**src/rtl/vga_timing_receiver.sv**
```systemverilog
// Sink-side VGA timing recovery: rebuilds x/y coordinates from sampled sync/DE,
// measures line and frame periods and tracks lock against the nominal raster.
module vga_timing_receiver #(
    parameter int H_ACTIVE    = 640,
    parameter int V_ACTIVE    = 480,
    parameter int H_TOTAL     = 800,
    parameter int V_TOTAL     = 525,
    parameter int LOCK_FRAMES = 2
) (
    input  logic       clk,
    input  logic       reset,
    input  logic       pix_en,
    input  logic       h_sync_in,
    input  logic       v_sync_in,
    input  logic       de_in,
    output logic [9:0] x_pixel,
    output logic [9:0] y_pixel,
    output logic       de_out,
    output logic       line_start,
    output logic       frame_start,
    output logic [9:0] h_period,
    output logic [9:0] v_period,
    output logic       locked,
    output logic       timing_error
);

    localparam int CNT_W = (LOCK_FRAMES < 1) ? 1 : $clog2(LOCK_FRAMES + 1);
    localparam logic [9:0] H_ACTIVE_C = 10'(H_ACTIVE);
    localparam logic [9:0] V_ACTIVE_C = 10'(V_ACTIVE);
    localparam logic [9:0] H_TOTAL_C  = 10'(H_TOTAL);
    localparam logic [9:0] V_TOTAL_C  = 10'(V_TOTAL);
    localparam logic [9:0] MEAS_MAX   = 10'h3FF;
    localparam logic [CNT_W-1:0] CNT_ONE  = CNT_W'(1);
    localparam logic [CNT_W-1:0] LOCK_CNT = CNT_W'(LOCK_FRAMES);

    typedef enum logic [1:0] {UNLOCKED, SEARCH, LOCKED} state_t;

    state_t           state_q, state_d;
    logic             hs_q, hs_d, vs_q, vs_d, de_q, de_d;
    logic             h_seen_q, h_seen_d;
    logic             armed_q, armed_d;
    logic             frame_ok_q, frame_ok_d;
    logic [CNT_W-1:0] good_cnt_q, good_cnt_d;
    logic [9:0]       h_meas_q, h_meas_d, v_meas_q, v_meas_d;
    logic [9:0]       x_q, x_d, y_q, y_d;
    logic [9:0]       h_period_q, h_period_d, v_period_q, v_period_d;
    logic             de_out_q, de_out_d;
    logic             line_start_q, line_start_d;
    logic             frame_start_q, frame_start_d;
    logic             locked_q, locked_d;
    logic             terr_q, terr_d;

    logic h_fall, v_fall, de_rise, de_fall;
    logic err_h, err_de, err_v, err_any, lock_reached;

    assign h_fall  = hs_q & ~h_sync_in;
    assign v_fall  = vs_q & ~v_sync_in;
    assign de_rise = ~de_q & de_in;
    assign de_fall = de_q & ~de_in;

    // Violations are only meaningful once h_seen has a full line behind it.
    assign err_h   = h_fall & h_seen_q & ((h_meas_q + 10'd1) != H_TOTAL_C);
    assign err_de  = de_fall & ((x_q + 10'd1) != H_ACTIVE_C);
    assign err_v   = v_fall & ((v_meas_q != V_TOTAL_C) | (y_q != V_ACTIVE_C));
    assign err_any = err_h | err_de | err_v;
    assign lock_reached = (int'(good_cnt_q) + 1) >= LOCK_FRAMES;

    always_comb begin
        state_d       = state_q;
        hs_d          = hs_q;
        vs_d          = vs_q;
        de_d          = de_q;
        h_seen_d      = h_seen_q;
        armed_d       = armed_q;
        frame_ok_d    = frame_ok_q;
        good_cnt_d    = good_cnt_q;
        h_meas_d      = h_meas_q;
        v_meas_d      = v_meas_q;
        x_d           = x_q;
        y_d           = y_q;
        de_out_d      = de_out_q;
        h_period_d    = h_period_q;
        v_period_d    = v_period_q;
        locked_d      = locked_q;
        line_start_d  = 1'b0;
        frame_start_d = 1'b0;
        terr_d        = 1'b0;

        if (pix_en) begin
            hs_d     = h_sync_in;
            vs_d     = v_sync_in;
            de_d     = de_in;
            de_out_d = de_in;

            if (h_fall) begin
                h_meas_d = '0;
                h_seen_d = 1'b1;
                if (h_seen_q) h_period_d = h_meas_q + 10'd1;
            end else if (h_meas_q != MEAS_MAX) begin
                h_meas_d = h_meas_q + 10'd1;
            end

            // A line starting on the frame's v_fall already belongs to the new frame.
            if (v_fall) begin
                v_period_d = v_meas_q;
                v_meas_d   = h_fall ? 10'd1 : 10'd0;
            end else if (h_fall) begin
                v_meas_d = v_meas_q + 10'd1;
            end

            if (de_rise)            x_d = '0;
            else if (de_in && de_q) x_d = x_q + 10'd1;

            if (v_fall)       y_d = '0;
            else if (de_fall) y_d = y_q + 10'd1;

            line_start_d  = de_rise;
            frame_start_d = de_rise & armed_q;
            if (v_fall)             armed_d = 1'b1;
            else if (frame_start_d) armed_d = 1'b0;

            case (state_q)
                UNLOCKED: begin
                    if (v_fall) begin
                        state_d    = SEARCH;
                        good_cnt_d = '0;
                        frame_ok_d = 1'b1;
                    end
                end
                SEARCH: begin
                    terr_d = err_any;
                    if (v_fall) begin
                        frame_ok_d = 1'b1;
                        if (frame_ok_q && !err_any) begin
                            if (lock_reached) begin
                                state_d    = LOCKED;
                                locked_d   = 1'b1;
                                good_cnt_d = LOCK_CNT;
                            end else begin
                                good_cnt_d = good_cnt_q + CNT_ONE;
                            end
                        end else begin
                            good_cnt_d = '0;
                        end
                    end else if (err_any) begin
                        frame_ok_d = 1'b0;
                    end
                end
                LOCKED: begin
                    terr_d = err_any;
                    if (err_any) begin
                        state_d    = SEARCH;
                        locked_d   = 1'b0;
                        good_cnt_d = '0;
                        frame_ok_d = v_fall;
                    end else if (v_fall) begin
                        frame_ok_d = 1'b1;
                    end
                end
                default: state_d = UNLOCKED;
            endcase
        end
    end

    always_ff @(posedge clk or posedge reset) begin
        if (reset) begin
            state_q       <= UNLOCKED;
            hs_q          <= 1'b1;
            vs_q          <= 1'b1;
            de_q          <= 1'b0;
            h_seen_q      <= 1'b0;
            armed_q       <= 1'b0;
            frame_ok_q    <= 1'b0;
            good_cnt_q    <= '0;
            h_meas_q      <= '0;
            v_meas_q      <= '0;
            x_q           <= '0;
            y_q           <= '0;
            de_out_q      <= 1'b0;
            h_period_q    <= '0;
            v_period_q    <= '0;
            locked_q      <= 1'b0;
            line_start_q  <= 1'b0;
            frame_start_q <= 1'b0;
            terr_q        <= 1'b0;
        end else begin
            state_q       <= state_d;
            hs_q          <= hs_d;
            vs_q          <= vs_d;
            de_q          <= de_d;
            h_seen_q      <= h_seen_d;
            armed_q       <= armed_d;
            frame_ok_q    <= frame_ok_d;
            good_cnt_q    <= good_cnt_d;
            h_meas_q      <= h_meas_d;
            v_meas_q      <= v_meas_d;
            x_q           <= x_d;
            y_q           <= y_d;
            de_out_q      <= de_out_d;
            h_period_q    <= h_period_d;
            v_period_q    <= v_period_d;
            locked_q      <= locked_d;
            line_start_q  <= line_start_d;
            frame_start_q <= frame_start_d;
            terr_q        <= terr_d;
        end
    end

    assign x_pixel      = x_q;
    assign y_pixel      = y_q;
    assign de_out       = de_out_q;
    assign line_start   = line_start_q;
    assign frame_start  = frame_start_q;
    assign h_period     = h_period_q;
    assign v_period     = v_period_q;
    assign locked       = locked_q;
    assign timing_error = terr_q;

endmodule

```
**config.mk**
```make
export PLATFORM = sky130hd
export DESIGN_NAME = vga_timing_receiver
export DESIGN_NICKNAME = d
export VERILOG_FILES = /design/src/rtl/vga_timing_receiver.sv
export SDC_FILE = /design/constraint.sdc
export NUM_CORES = 1
export LEC_CHECK = 0
export ABC_CLOCK_PERIOD_IN_PS = 2600
export BUFFER_PORTS_ARGS = -buffer_cell sky130_fd_sc_hd__buf_2
export CELL_PAD_IN_SITES_DETAIL_PLACEMENT = 0
export CELL_PAD_IN_SITES_GLOBAL_PLACEMENT = 1
export CORE_MARGIN = 3
export CORE_UTILIZATION = 40
export DETAILED_ROUTE_END_ITERATION = 10
export PLACE_DENSITY = 0.71
export SLEW_MARGIN = 15
export SYNTH_ARGS = -nofsm -noshare
export SYNTH_HDL_FRONTEND = slang
export SYNTH_SLANG_ARGS = --single-unit
```
**constraint.sdc**
```tcl
create_clock -name clk -period 2.6 [get_ports clk]
set_input_delay 0.13 -clock clk [delete_from_list [all_inputs] [get_ports clk]]
set_output_delay 0.13 -clock clk [all_outputs]
set_load 0.1 [all_outputs]
```
After elaboration in Yosys (flattened, before gate mapping)
Cells that the tools add are included.

word-level totals
  flip-flop bits (word level) = 74
  output and inout port bits = 45
  word-level logic and storage cells = 114

operators by class
  add/subtract/negate cells = 6
  $lt $le $gt $ge = 1
  equality and inequality tests = 13
  muxes and demuxes = 36
  bitwise gates (word level) = 16
  reductions and logical operators = 24

operators by type and width
  cell                                                                       number
  10-bit 2-to-1 mux                                                          8
  10-bit by 1-bit adder with 10-bit output (second input constant)           4
  10-bit inequality test (second input constant)                             4
  2-bit 2-to-1 mux                                                           10
  1-bit 2-to-1 mux                                                           14
  2-bit AND reduction                                                        7
  2-bit case mux with 3 select lines                                         2
  6-bit AND reduction                                                        2
  2-bit nonzero test                                                         6
  10-bit by 9-bit inequality test with 1-bit output (second input constant)  1
  2-bit inequality test (second input constant)                              5
  1-bit AND                                                                  9
  3-bit AND reduction                                                        2
  5-bit AND reduction                                                        1
  1-bit inverter                                                             4
  2-bit by 1-bit adder with 3-bit output (second input constant)             1
  3-bit by 2-bit >= comparator with 1-bit output (second input constant)     1
  3-bit inequality test (second input constant)                              1
  1-bit OR                                                                   3
  1-bit case mux with 3 select lines                                         1
  3-bit nonzero test                                                         1
  2-bit by 1-bit adder with 2-bit output (second input constant)             1
  2-bit by 1-bit == test with 1-bit output (second input constant)           1
  2-bit == test (second input constant)                                      1
  5 further kinds                                                            6

Logic depth before layout (Yosys ltp)
Gate-level depths: netlist (run 1).

  depth after elaboration = 11
  depth in mapped cells = 9
  mapped depth without buffers = 8

Worst setup path after synthesis (run 1)
Ideal clock, no wire load.

  path type = reg-to-reg
  from = register x_q[3], in the netlist x_pixel[3]
  to = register state_q[0]
  arrival = 2.689 ns
  data required time = 2.521 ns
  path slack = -0.169 ns
  stages on the path, launching flop included = 9
  path buffers = 1
  clock period less this slack = 2.769 ns
  cell sequence = dfrtp_1 -> and4_1 -> buf_2 -> and3_1 -> o21ai_0 -> o221a_2 -> or3_4 -> a21oi_2 -> mux2i_1

between the ends
  word-level cells in the longest chain between the ends = 9
  elaborated cells on any way between the ends = 10
  classes of those cells = add/sub: 1; eq/ne: 3; bitwise: 3; reduce/logical: 3

ends and longest elaborated chain
  item                                        RTL line  source
  from (decl)                                 45        logic [9:0] x_q, x_d, y_q, y_d;
  from (signal assigned)                      177       x_q <= '0;
  from (signal assigned)                      197       x_q <= x_d;
  10-bit by 1-bit adder with 10-bit output *  63        assign err_de = de_fall & ((x_q + 10'd1) != H_ACTIVE_C);
  10-bit inequality test *                    63
  1-bit AND *                                 63
  1-bit OR * (2 in a row)                     65        assign err_any = err_h | err_de | err_v;
  1-bit logical NOT                           134       if (frame_ok_q && !err_any) begin
  1-bit logical AND                           134
  2-bit inequality test (no line)             n/a
  6-bit AND reduction (no line) *             n/a
  to (signal assigned)                        187       state_q <= state_d;
  to (decl)                                   38        state_t state_q, state_d;

Every way passes the cells marked *; elsewhere a longest branch is shown, timed or not.
A chain may end at the register's enable or synchronous reset.

Final worst setup path (run 1)
  from = register h_meas_q[0]
  to = register state_q[0]

between the ends
  word-level cells in the longest chain between the ends = 9
  elaborated cells on any way between the ends = 10
  classes of those cells = add/sub: 1; eq/ne: 3; bitwise: 3; reduce/logical: 3

ends and longest elaborated chain
  item                                        RTL line  source
  from (decl)                                 44        logic [9:0] h_meas_q, h_meas_d, v_meas_q, v_meas_d;
  from (signal assigned)                      195       h_meas_q <= h_meas_d;
  10-bit by 1-bit adder with 10-bit output *  62        assign err_h = h_fall & h_seen_q & ((h_meas_q + 10'd1) != H_TOTAL_C);
  10-bit inequality test *                    62
  1-bit AND *                                 62
  1-bit OR * (2 in a row)                     65
  1-bit logical NOT                           134
  1-bit logical AND                           134
  2-bit inequality test (no line)             n/a
  6-bit AND reduction (no line) *             n/a

Marked as above.

==> insert_results.sql, run 1 <==
INSERT INTO impl_metrics (metric_group, metric, value, unit) VALUES
('critical_path', 'critPathRequiredTime', '2.87', 'ns'),
('clock_network', 'insertion_delay', '0.35', 'ns'),
('sta', 'setup_viol_count_final', '0', ''),
('critical_path', 'startpoint', 'h_meas_q[0]', ''),
('synthesis', 'synth_simple_gate_area_share', '22.21', '%'),
('die', 'num_io_pins', '51', ''),
('critical_path', 'crit_path_cell_trace', 'ha_2 -> nand4_1 -> or4_1 -> a32o_2 -> or3_4 -> a21oi_2 -> mux2i_1', ''),
('sta', 'achievable-frequency', '417.1', 'MHz'),
('synthesis', 'post_synth_instance_area', '3706', 'um^2'),
('critical_path', 'crit-reg2reg-launch', 'h_meas_q[0]', ''),
('synthesis', 'synth.largest_area_cell', 'sky130_fd_sc_hd__dfrtp_1', ''),
('drt', 'number_of_routed_nets_with_antenna_violations', '0', ''),
('critical_path', 'timing.critical_path.to_type', 'flop', ''),
('critical_path', 'critical-path-slowest-cell', 'sky130_fd_sc_hd__or4_1', ''),
('sta', 'relSlewSlack', '53.60', '%'),
('sta', 'fin_worst_hold_slack', '0.03344', 'ns'),
('synthesis', 'synthAdderAreaFrac', '3.376', '%'),
('pwr', 'power_frac_clock', '29.3', '%'),
('die', 'die-height', '102.3', 'um'),
('synthesis', 'post_synth.cell_area_avg', '9.359', 'um^2'),
('finish', 'nNetsFinal', '467', ''),
('clock_network', 'cts-htree-levels', '3', ''),
('synthesis', 'synthesis.nets', '412', ''),
('worst_hold_path', 'holdCritPathClass', 'in2reg', ''),
('drt', 'via_to_cell_ratio', '5.443', ''),
('synthesis', 'yosys.area.top_type_share', '48.62', '%'),
('clock_network', 'cts_buffers', '9', ''),
('synthesis', 'synth_top_family_by_area', 'simple AND/OR/NAND/NOR gates', ''),
('clock_network', 'clockRootBuffer', 'sky130_fd_sc_hd__clkbuf_8', ''),
('pwr', 'comb_power_share', '32.4', '%'),
('drt', 'drt-wirelength-per-cell', '15.35', 'um'),
('die', 'die_area', '10460', 'um^2'),
('clock_network', 'cts_tree', 'done', ''),
('grt', 'grt_antenna_before_repair', '0', ''),
('place', 'place.gp.congestion', '0.8278', ''),
('drt', 'firstDrtPassIters', '4', ''),
('synthesis', 'synth_top_flop_cell', 'sky130_fd_sc_hd__dfrtp_1', ''),
('critical_path', 'setup.worst_path.class', 'reg2reg', ''),
('finish', 'antennaDiodeCount', '0', ''),
('sta', 'final.min_clock_period', '2.397', 'ns'),
('sta', 'crit_path_setup_slack_layout', '0.2026', 'ns'),
('synthesis', 'post_synth_num_cell_types', '51', ''),
('place', 'dpl_worst_slack', '0.1068', 'ns'),
('drt', 'drt_iter0_markers', '112', ''),
('pwr', 'switching_fraction_of_total_power', '39.84', '%'),
('sta', 'final_min_period_over_clock_period', '92.21', '%'),
('pwr', 'total_switching_power', '1.514', 'mW'),
('pwr', 'power_leakage', '2.069', 'nW'),
('sta', 'finalHoldViolations', '0', ''),
('sta', 'rsz_0062_raised_after_global_routing', 'no', ''),
('grt', 'grt_pass1_wl', '14800', 'um'),
('critical_path', 'cp.arrival', '2.67', 'ns'),
('worst_hold_path', 'min-delay-start', 'v_sync_in', ''),
('outcome', 'outcome', 'finished clean', ''),
('synthesis', 'postSynthRegisterBits', '74', ''),
('place', 'dpl_cell_area', '4090', 'um^2'),
('synthesis', 'yosys.area_share.xor_xnor', '4.727', '%'),
('die', 'fp_rows', '34', ''),
('clock_network', 'clkSinkCount', '74', ''),
('die', 'initial_core_utilization', '41.88', '%'),
('grt', 'first_global_vias', '2965', ''),
('die', 'die_width', '102.3', 'um'),
('pwr', 'p_int', '2.286', 'mW'),
('clock_network', 'cts_max_path_buffers', '2', ''),
('synthesis', 'synthesis.yosys.warnings', '0', ''),
('drt', 'vias', '3070', ''),
('finish', 'layout.cells.non_filler', '564', ''),
('pwr', 'total_power_per_unit_cell_area', '871.5', 'nW/um^2'),
('synthesis', 'synth_compound_area_share', '15.60', '%'),
('grt', 'groute.usage.overall', '17.82', '%'),
('sta', 'finalMaxSlewViolations', '0', '');
==> cells by family (layout without fill, tap and decap cells) <==
group / after synthesis / count (layout)
mux: 5 / 5
buf+inv: 23 / 83
flops: 74 / 74
compound gates: 91 / 91
xor+xnor: 20 / 20
simple gates: 173 / 173
fa+ha+maj: 10 / 10
==> synth_stat cells (all sizes together) (3+ instances only) <==
master and n:
and3 9, a21oi 8, nand3 17, nand2 71, nand4 11, a21o 4, ha 10, nor2 33
inv 9, mux2 3, nand2b 4, xor2 14, clkbuf 10, nor3 4, o21ai 48, and2 4
or3 5, o31ai 14, dfrtp 72, xnor2 6, buf 4, a22o 3, nor3b 4
==> per-layer routing <==
metal  wire length, um  vias up  GRT usage, %
li1                  -     1504             -
met1              4132     1488         23.96
met2              4100       69         28.94
met3               301        9         3.345
met4               121        0         6.054
met5                 0        -             0
==> final timing paths <==
| path | end | slack [ns] | cells past startpoint |
|---|---|---|---|
| max in group asynchronous | hs_q | 1.33 | 4 |
| min in group asynchronous | h_period[7] | 0.44 | 3 |
| worst min register to register | v_period[2] | 0.47 | 2 |
| worst max register to register | state_q[0] | 0.20 | 7 |
| worst min-delay path | vs_q | 0.03 | 2 |
| worst max-delay path | state_q[0] | 0.20 | 7 |
==> sequential cells by signal, summed over array words and instances, names as in the netlist <==
signal / flops
vs_q: 1
good_cnt_q: 2
de_out: 1
v_meas_q: 10
hs_q: 1
line_start: 1
frame_start: 1
state_q: 2
h_seen_q: 1
timing_error: 1
locked: 1
v_period: 10
x_pixel: 10
h_period: 10
y_pixel: 10
h_meas_q: 10
frame_ok_q: 1
armed_q: 1
==> power by group through the flow <==
stage / Sequential [mW] / Clock [mW] / Combinational (mW)
3_3_place_gp: 1.47 / 0 / 1.22
4_1_cts: 1.45 / 1.15 / 1.24
2_1_floorplan: 2.00 / 0 / 0.453
6_report: 1.45 / 1.12 / 1.23
3_5_place_dp: 1.48 / 0 / 1.23
5_1_grt: 1.49 / 1.19 / 1.33
==> what timing repair did <==
item                                   4_1_cts  5_1_grt
endpoints found under the hold margin       29        0
resized for setup                            0        3
setup endpoints to repair                    0        3
setup buffers                                0        0
hold buffers                                 1        0
==> worst reg2reg max path: cells and delay by family (launching register included) <==
family | cells | cell delay (ns)
AO/OA/AOI/OAI | 2 | 0.49
adder cells (fa/ha/maj) | 1 | 0.24
flip-flops | 1 | 0.41
multiplexers | 1 | 0.20
AND/OR/NAND/NOR | 3 | 0.99
==> area by class of cell <==
type,instances,area [um^2]
Timing Repair Buffer,58,312.8
Multi-Input combinational cell,299,1763
Fill cell,907,4488
Clock buffer,11,151.4
Inverter,9,33.78
Sequential cell,74,1864
Clock inverter,5,100.1
Tap cell,108,135.1
==> cell usage in the layout (no fill, tap or decap), types with 2 or more instances in the layout <==
cell and count:
sky130_fd_sc_hd__mux2_2 3, sky130_fd_sc_hd__bufinv_16 3, sky130_fd_sc_hd__xor2_1 14, sky130_fd_sc_hd__a21oi_1 7, sky130_fd_sc_hd__nor2_1 33, sky130_fd_sc_hd__inv_1 8, sky130_fd_sc_hd__or4_1 2, sky130_fd_sc_hd__a22o_1 3
sky130_fd_sc_hd__buf_4 7, sky130_fd_sc_hd__or3_1 4, sky130_fd_sc_hd__dfrtp_1 64, sky130_fd_sc_hd__nand3_1 17, sky130_fd_sc_hd__buf_2 50, sky130_fd_sc_hd__mux2i_1 2, sky130_fd_sc_hd__clkbuf_8 11, sky130_fd_sc_hd__dfrtp_2 8
sky130_fd_sc_hd__and4_1 2, sky130_fd_sc_hd__nor3_1 4, sky130_fd_sc_hd__and3_1 7, sky130_fd_sc_hd__o21ai_0 48, sky130_fd_sc_hd__nor2b_1 2, sky130_fd_sc_hd__o2111ai_1 2, sky130_fd_sc_hd__xnor2_1 6, sky130_fd_sc_hd__ha_1 9
sky130_fd_sc_hd__o31ai_1 13, sky130_fd_sc_hd__nand2_1 71, sky130_fd_sc_hd__a21o_1 4, sky130_fd_sc_hd__nor3b_1 3, sky130_fd_sc_hd__and2_1 4, sky130_fd_sc_hd__clkinv_2 2, sky130_fd_sc_hd__a31oi_1 2, sky130_fd_sc_hd__dfstp_2 2
sky130_fd_sc_hd__and3_2 2, sky130_fd_sc_hd__nand2b_1 4, sky130_fd_sc_hd__nand4_1 11
Power figures use the tool's default switching activity.
==> run 2: changes to the inputs <==
--- a/config.mk
+++ b/config.mk
@@ -5,14 +5,16 @@
 export SDC_FILE = /design/constraint.sdc
 export NUM_CORES = 1
 export LEC_CHECK = 0
+export ABC_AREA = 1
 export ABC_CLOCK_PERIOD_IN_PS = 2600
 export BUFFER_PORTS_ARGS = -buffer_cell sky130_fd_sc_hd__buf_2
 export CELL_PAD_IN_SITES_DETAIL_PLACEMENT = 0
 export CELL_PAD_IN_SITES_GLOBAL_PLACEMENT = 1
 export CORE_MARGIN = 3
 export CORE_UTILIZATION = 40
+export CTS_CLUSTER_DIAMETER = 40
 export DETAILED_ROUTE_END_ITERATION = 10
-export PLACE_DENSITY = 0.71
+export PLACE_DENSITY = 0.83
 export SLEW_MARGIN = 15
 export SYNTH_ARGS = -nofsm -noshare
 export SYNTH_HDL_FRONTEND = slang
==> run 2 against run 1 <==
  * Register-to-register slack gained 0.25 ns
  * Global-route usage shrank 1.6 points
  * Clock skew grew 0.0026 ns
  * Clock-buffer cell count grew 1
  * First-iteration DRC count shrank 15%
  * Core utilization shrank 1.6 points
  * Critical endpoint unchanged
  * Non-clock buffer count shrank 4
  * Largest power group unchanged
==> insert_results.sql, run 2 <==
INSERT INTO impl_metrics (metric_group, metric, value, unit) VALUES
('worst_hold_path', 'min-delay-start', 'h_sync_in', ''),
('critical_path', 'cp.arrival', '2.39', 'ns'),
('synthesis', 'post_synth_instance_area', '3817', 'um^2'),
('synthesis', 'yosysMostFrequentCell', 'sky130_fd_sc_hd__nand2_1', ''),
('sta', 'final.setup_skew', '0.008488', 'ns'),
('clock_network', 'cts-htree-levels', '3', ''),
('synthesis', 'synth_enable_flop_cells', '0', ''),
('die', 'fp_rows', '35', ''),
('sta', 'fin_setup_tns', '0', 'ns'),
('finish', 'antennaDiodeCount', '0', ''),
('critical_path', 'crit_path_cell_trace', 'ha_1 -> nand2_1 -> nor2_1 -> nand2_1 -> o21ai_2 -> nand2_2 -> nor2_2 -> nand2_2 -> nand2_4 -> nand2_4 -> nor2_4 -> nand3_2 -> nand2_2 -> nand2_2 -> nand2_1 -> nand2_1', ''),
('die', 'initial_core_utilization', '41.31', '%'),
('grt', 'grt.overflow.total', '0', ''),
('synthesis', 'postSynthRegisterBits', '74', ''),
('flow_run', 'max_cap_violations', '0', ''),
('critical_path', 'worst-r2r-cell-count', '16', ''),
('die', 'die_width', '103.7', 'um'),
('clock_network', 'clk_transition_reported_paths', '0.07', 'ns'),
('synthesis', 'yosys.area.top_type_share', '47.20', '%'),
('critical_path', 'crit-reg2reg-launch', 'h_meas_q[0]', ''),
('sta', 'relSlewSlack', '49.81', '%'),
('finish', 'commonest_cells_after_routing_fill_and_taps_aside', 'sky130_fd_sc_hd__nand2_1 (106), sky130_fd_sc_hd__dfrtp_1 (71), sky130_fd_sc_hd__inv_1 (59)', ''),
('pwr', 'p_int', '1.906', 'mW'),
('grt', 'first_global_vias', '3155', ''),
('sta', 'worstMarginPinSlew', '0.7517', 'ns'),
('die', 'die-height', '103.7', 'um'),
('clock_network', 'post_cts_hold_buffer_count', '1', ''),
('sta', 'finalMaxSlewViolations', '0', ''),
('outcome', 'outcome', 'finished clean', ''),
('clock_network', 'clockRootBuffer', 'sky130_fd_sc_hd__clkbuf_8', ''),
('drt', 'drt_iter0_markers', '95', ''),
('place', 'dp_hpwl', '6122', 'um'),
('synthesis', 'synthesis.nets', '485', ''),
('finish', 'mostFrequentLayoutCell', 'sky130_fd_sc_hd__nand2_1', ''),
('place', 'port_buffers', '50', ''),
('place', 'dpl_cell_area', '4228', 'um^2'),
('grt', 'grt_antenna_before_repair', '0', ''),
('synthesis', 'synth.largest_area_cell', 'sky130_fd_sc_hd__dfrtp_1', ''),
('drt', 'drt_drc_violations_left', '0', ''),
('critical_path', 'timing.critical_path.slowest_cell_delay', '0.46', 'ns'),
('pwr', 'seq_power_share', '42.1', '%'),
('critical_path', 'worst_r2r_endpoint', 'state_q[0]', ''),
('clock_network', 'insertion_delay', '0.35', 'ns'),
('critical_path', 'cp_max_fo', '7', ''),
('drt', 'vias', '3229', ''),
('sta', 'achievable-frequency', '464.7', 'MHz'),
('grt', 'pin_count_of_the_biggest_net_entering_global_routing', '41', ''),
('clock_network', 'cts_max_path_buffers', '2', ''),
('synthesis', 'post_synth_most_frequent_cells', 'sky130_fd_sc_hd__nand2_1 (106), sky130_fd_sc_hd__dfrtp_1 (72), sky130_fd_sc_hd__inv_1 (60)', ''),
('synthesis', 'synthesis.yosys.warnings', '0', ''),
('worst_hold_path', 'hold-path-cell-count', '3', ''),
('sta', 'final.min_clock_period', '2.152', 'ns'),
('finish', 'multi_input_comb_area', '1674', 'um^2'),
('drt', 'routed_wl', '8379', 'um'),
('synthesis', 'synthCells', '469', ''),
('pwr', 'finalPower', '3.378', 'mW'),
('drt', 'drt-wirelength-per-cell', '12.71', 'um'),
('grt', 'grt_pass1_wl', '14530', 'um'),
('die', 'coreArea', '9240', 'um^2'),
('die', 'die_area', '10750', 'um^2'),
('sta', 'crit_path_setup_slack_layout', '0.4480', 'ns'),
('sta', 'setup_viol_count_final', '0', ''),
('critical_path', 'critical-path-slowest-cell', 'sky130_fd_sc_hd__dfrtp_1', ''),
('pwr', 'power_frac_clock', '23.6', '%'),
('finish', 'finalCoreUtilization', '47.70', '%'),
('place', 'dpl_worst_slack', '0.4661', 'ns'),
('finish', 'ff_latch_area', '1856', 'um^2'),
('drt', 'number_of_routed_nets_with_antenna_violations', '0', ''),
('pwr', 'comb_power_share', '34.3', '%'),
('synthesis', 'post_synth.cell_area_avg', '8.139', 'um^2'),
('critical_path', 'critPathRequiredTime', '2.84', 'ns'),
('critical_path', 'reg2reg_setup_slack', '0.45', 'ns'),
('finish', 'drive_above_1_share', '21.32', '%'),
('finish', 'syn2layout_area_growth', '15.47', '%'),
('drt', 'firstDrtPassIters', '6', ''),
('place', 'placed_cells', '643', ''),
('place', 'place.gp.congestion', '0.8130', ''),
('pwr', 'peakVddDrop', '0.0003630', 'V'),
('clock_network', 'cts_buffers', '9', ''),
('clock_network', 'ctsResizeCount', '0', ''),
('clock_network', 'cts_tree', 'done', ''),
('synthesis', 'seq_area_frac_synth', '48.57', '%'),
('drt', 'via_to_cell_ratio', '4.900', ''),
('grt', 'groute.usage.overall', '16.23', '%'),
('pwr', 'total_power_per_unit_cell_area', '766.3', 'nW/um^2'),
('critical_path', 'setup.worst_path.class', 'reg2reg', ''),
('sta', 'final_min_period_over_clock_period', '82.77', '%'),
('synthesis', 'synth_top_flop_cell', 'sky130_fd_sc_hd__dfrtp_1', ''),
('sta', 'finalHoldViolations', '0', ''),
('worst_hold_path', 'hold-path-endpoint', 'hs_q', ''),
('die', 'num_io_pins', '51', ''),
('sta', 'rsz_0062_raised_after_global_routing', 'no', ''),
('worst_hold_path', 'holdCritPathClass', 'in2reg', ''),
('synthesis', 'post_synth_num_cell_types', '34', ''),
('synthesis', 'ys_async_sr_fraction', '100.0', '%'),
('finish', 'design_area', '4408', 'um^2'),
('clock_network', 'post_cts_setup_buffers', '0', ''),
('pwr', 'switching_fraction_of_total_power', '43.58', '%'),
('pwr', 'total_switching_power', '1.472', 'mW'),
('finish', 'nNetsFinal', '542', ''),
('pwr', 'power_leakage', '2.134', 'nW'),
('sta', 'fin_worst_hold_slack', '0.02226', 'ns'),
('critical_path', 'timing.critical_path.to_type', 'flop', ''),
('clock_network', 'clkSinkCount', '74', ''),
('synthesis', 'yosys-top-cells-area', 'sky130_fd_sc_hd__dfrtp_1 (47%), sky130_fd_sc_hd__nand2_1 (10%), sky130_fd_sc_hd__inv_1 (5.9%)', ''),
('finish', 'layout.cells.non_filler', '659', ''),
('finish', 'num-fill-cells', '898', ''),
('critical_path', 'critical_path.startpoint_type', 'flop', '');
==> run 2: changes by cell type after synthesis, sizes merged, moves of 13 or more <==
cell and change:
nor3 +14, inv +55, nor2 +18, o31ai -13, o22ai +14, nand2 +51
==> run 2: worst max path at each step <==
stage,startpoint,end,depth (start not counted)
after floorplan,x_pixel[0],locked,16
after global placement,h_meas_q[0],state_q[1],16
after detailed placement,h_meas_q[0],locked,16
after CTS,h_meas_q[0],locked,16
after global routing,h_meas_q[0],state_q[0],16
final,h_meas_q[0],state_q[0],16
==> run 2: worst max-delay path, delay by kind of cell (launching register included) <==
kind | cells | cell delay (ns)
AND/OR/NAND/NOR | 14 | 1.18
adder cells (fa/ha/maj) | 1 | 0.26
flip-flops | 1 | 0.46
AO/OA/AOI/OAI | 1 | 0.13
==> run 2: per-layer routing <==
layer	track usage [%]	vias to the layer above	part of all wire, %
met2	25.23	62	44
met1	22.44	1515	50
met3	2.555	14	3.7
li1	-	1638	-
met4	7.312	0	1.9
met5	0	-	0
==> run 2: final cells by class <==
| cell class | instances | area share, % |
|---|---|---|
| flip-flops and latches | 74 | 42.09 |
| multi-input cells | 320 | 37.98 |
| repair buffers | 54 | 6.699 |
| inverters | 67 | 5.705 |
| well taps | 129 | 3.662 |
| clock buffers | 12 | 3.520 |
| clock inverters | 3 | 0.3406 |
==> run 2: kinds of logic after synthesis <==
family                     after synthesis  synth area share (%)
buffers and inverters                   75                 7.571
and+or+nand+nor                        229                 28.81
xor gates and xnor gates                 3                0.6884
DFF                                     74                 48.57
adders and majority gates               10                 3.278
AOI/OAI and AO/OA                       78                 11.08
==> run 2: power groups by stage <==
stage,sequential [mW],combinational (mW),clock (mW)
final,1.42,1.16,0.798
after global routing,1.45,1.26,0.876
after CTS,1.42,1.17,0.826
after detailed placement,1.44,1.16,0
after global placement,1.44,1.15,0
after floorplan,1.99,0.410,0
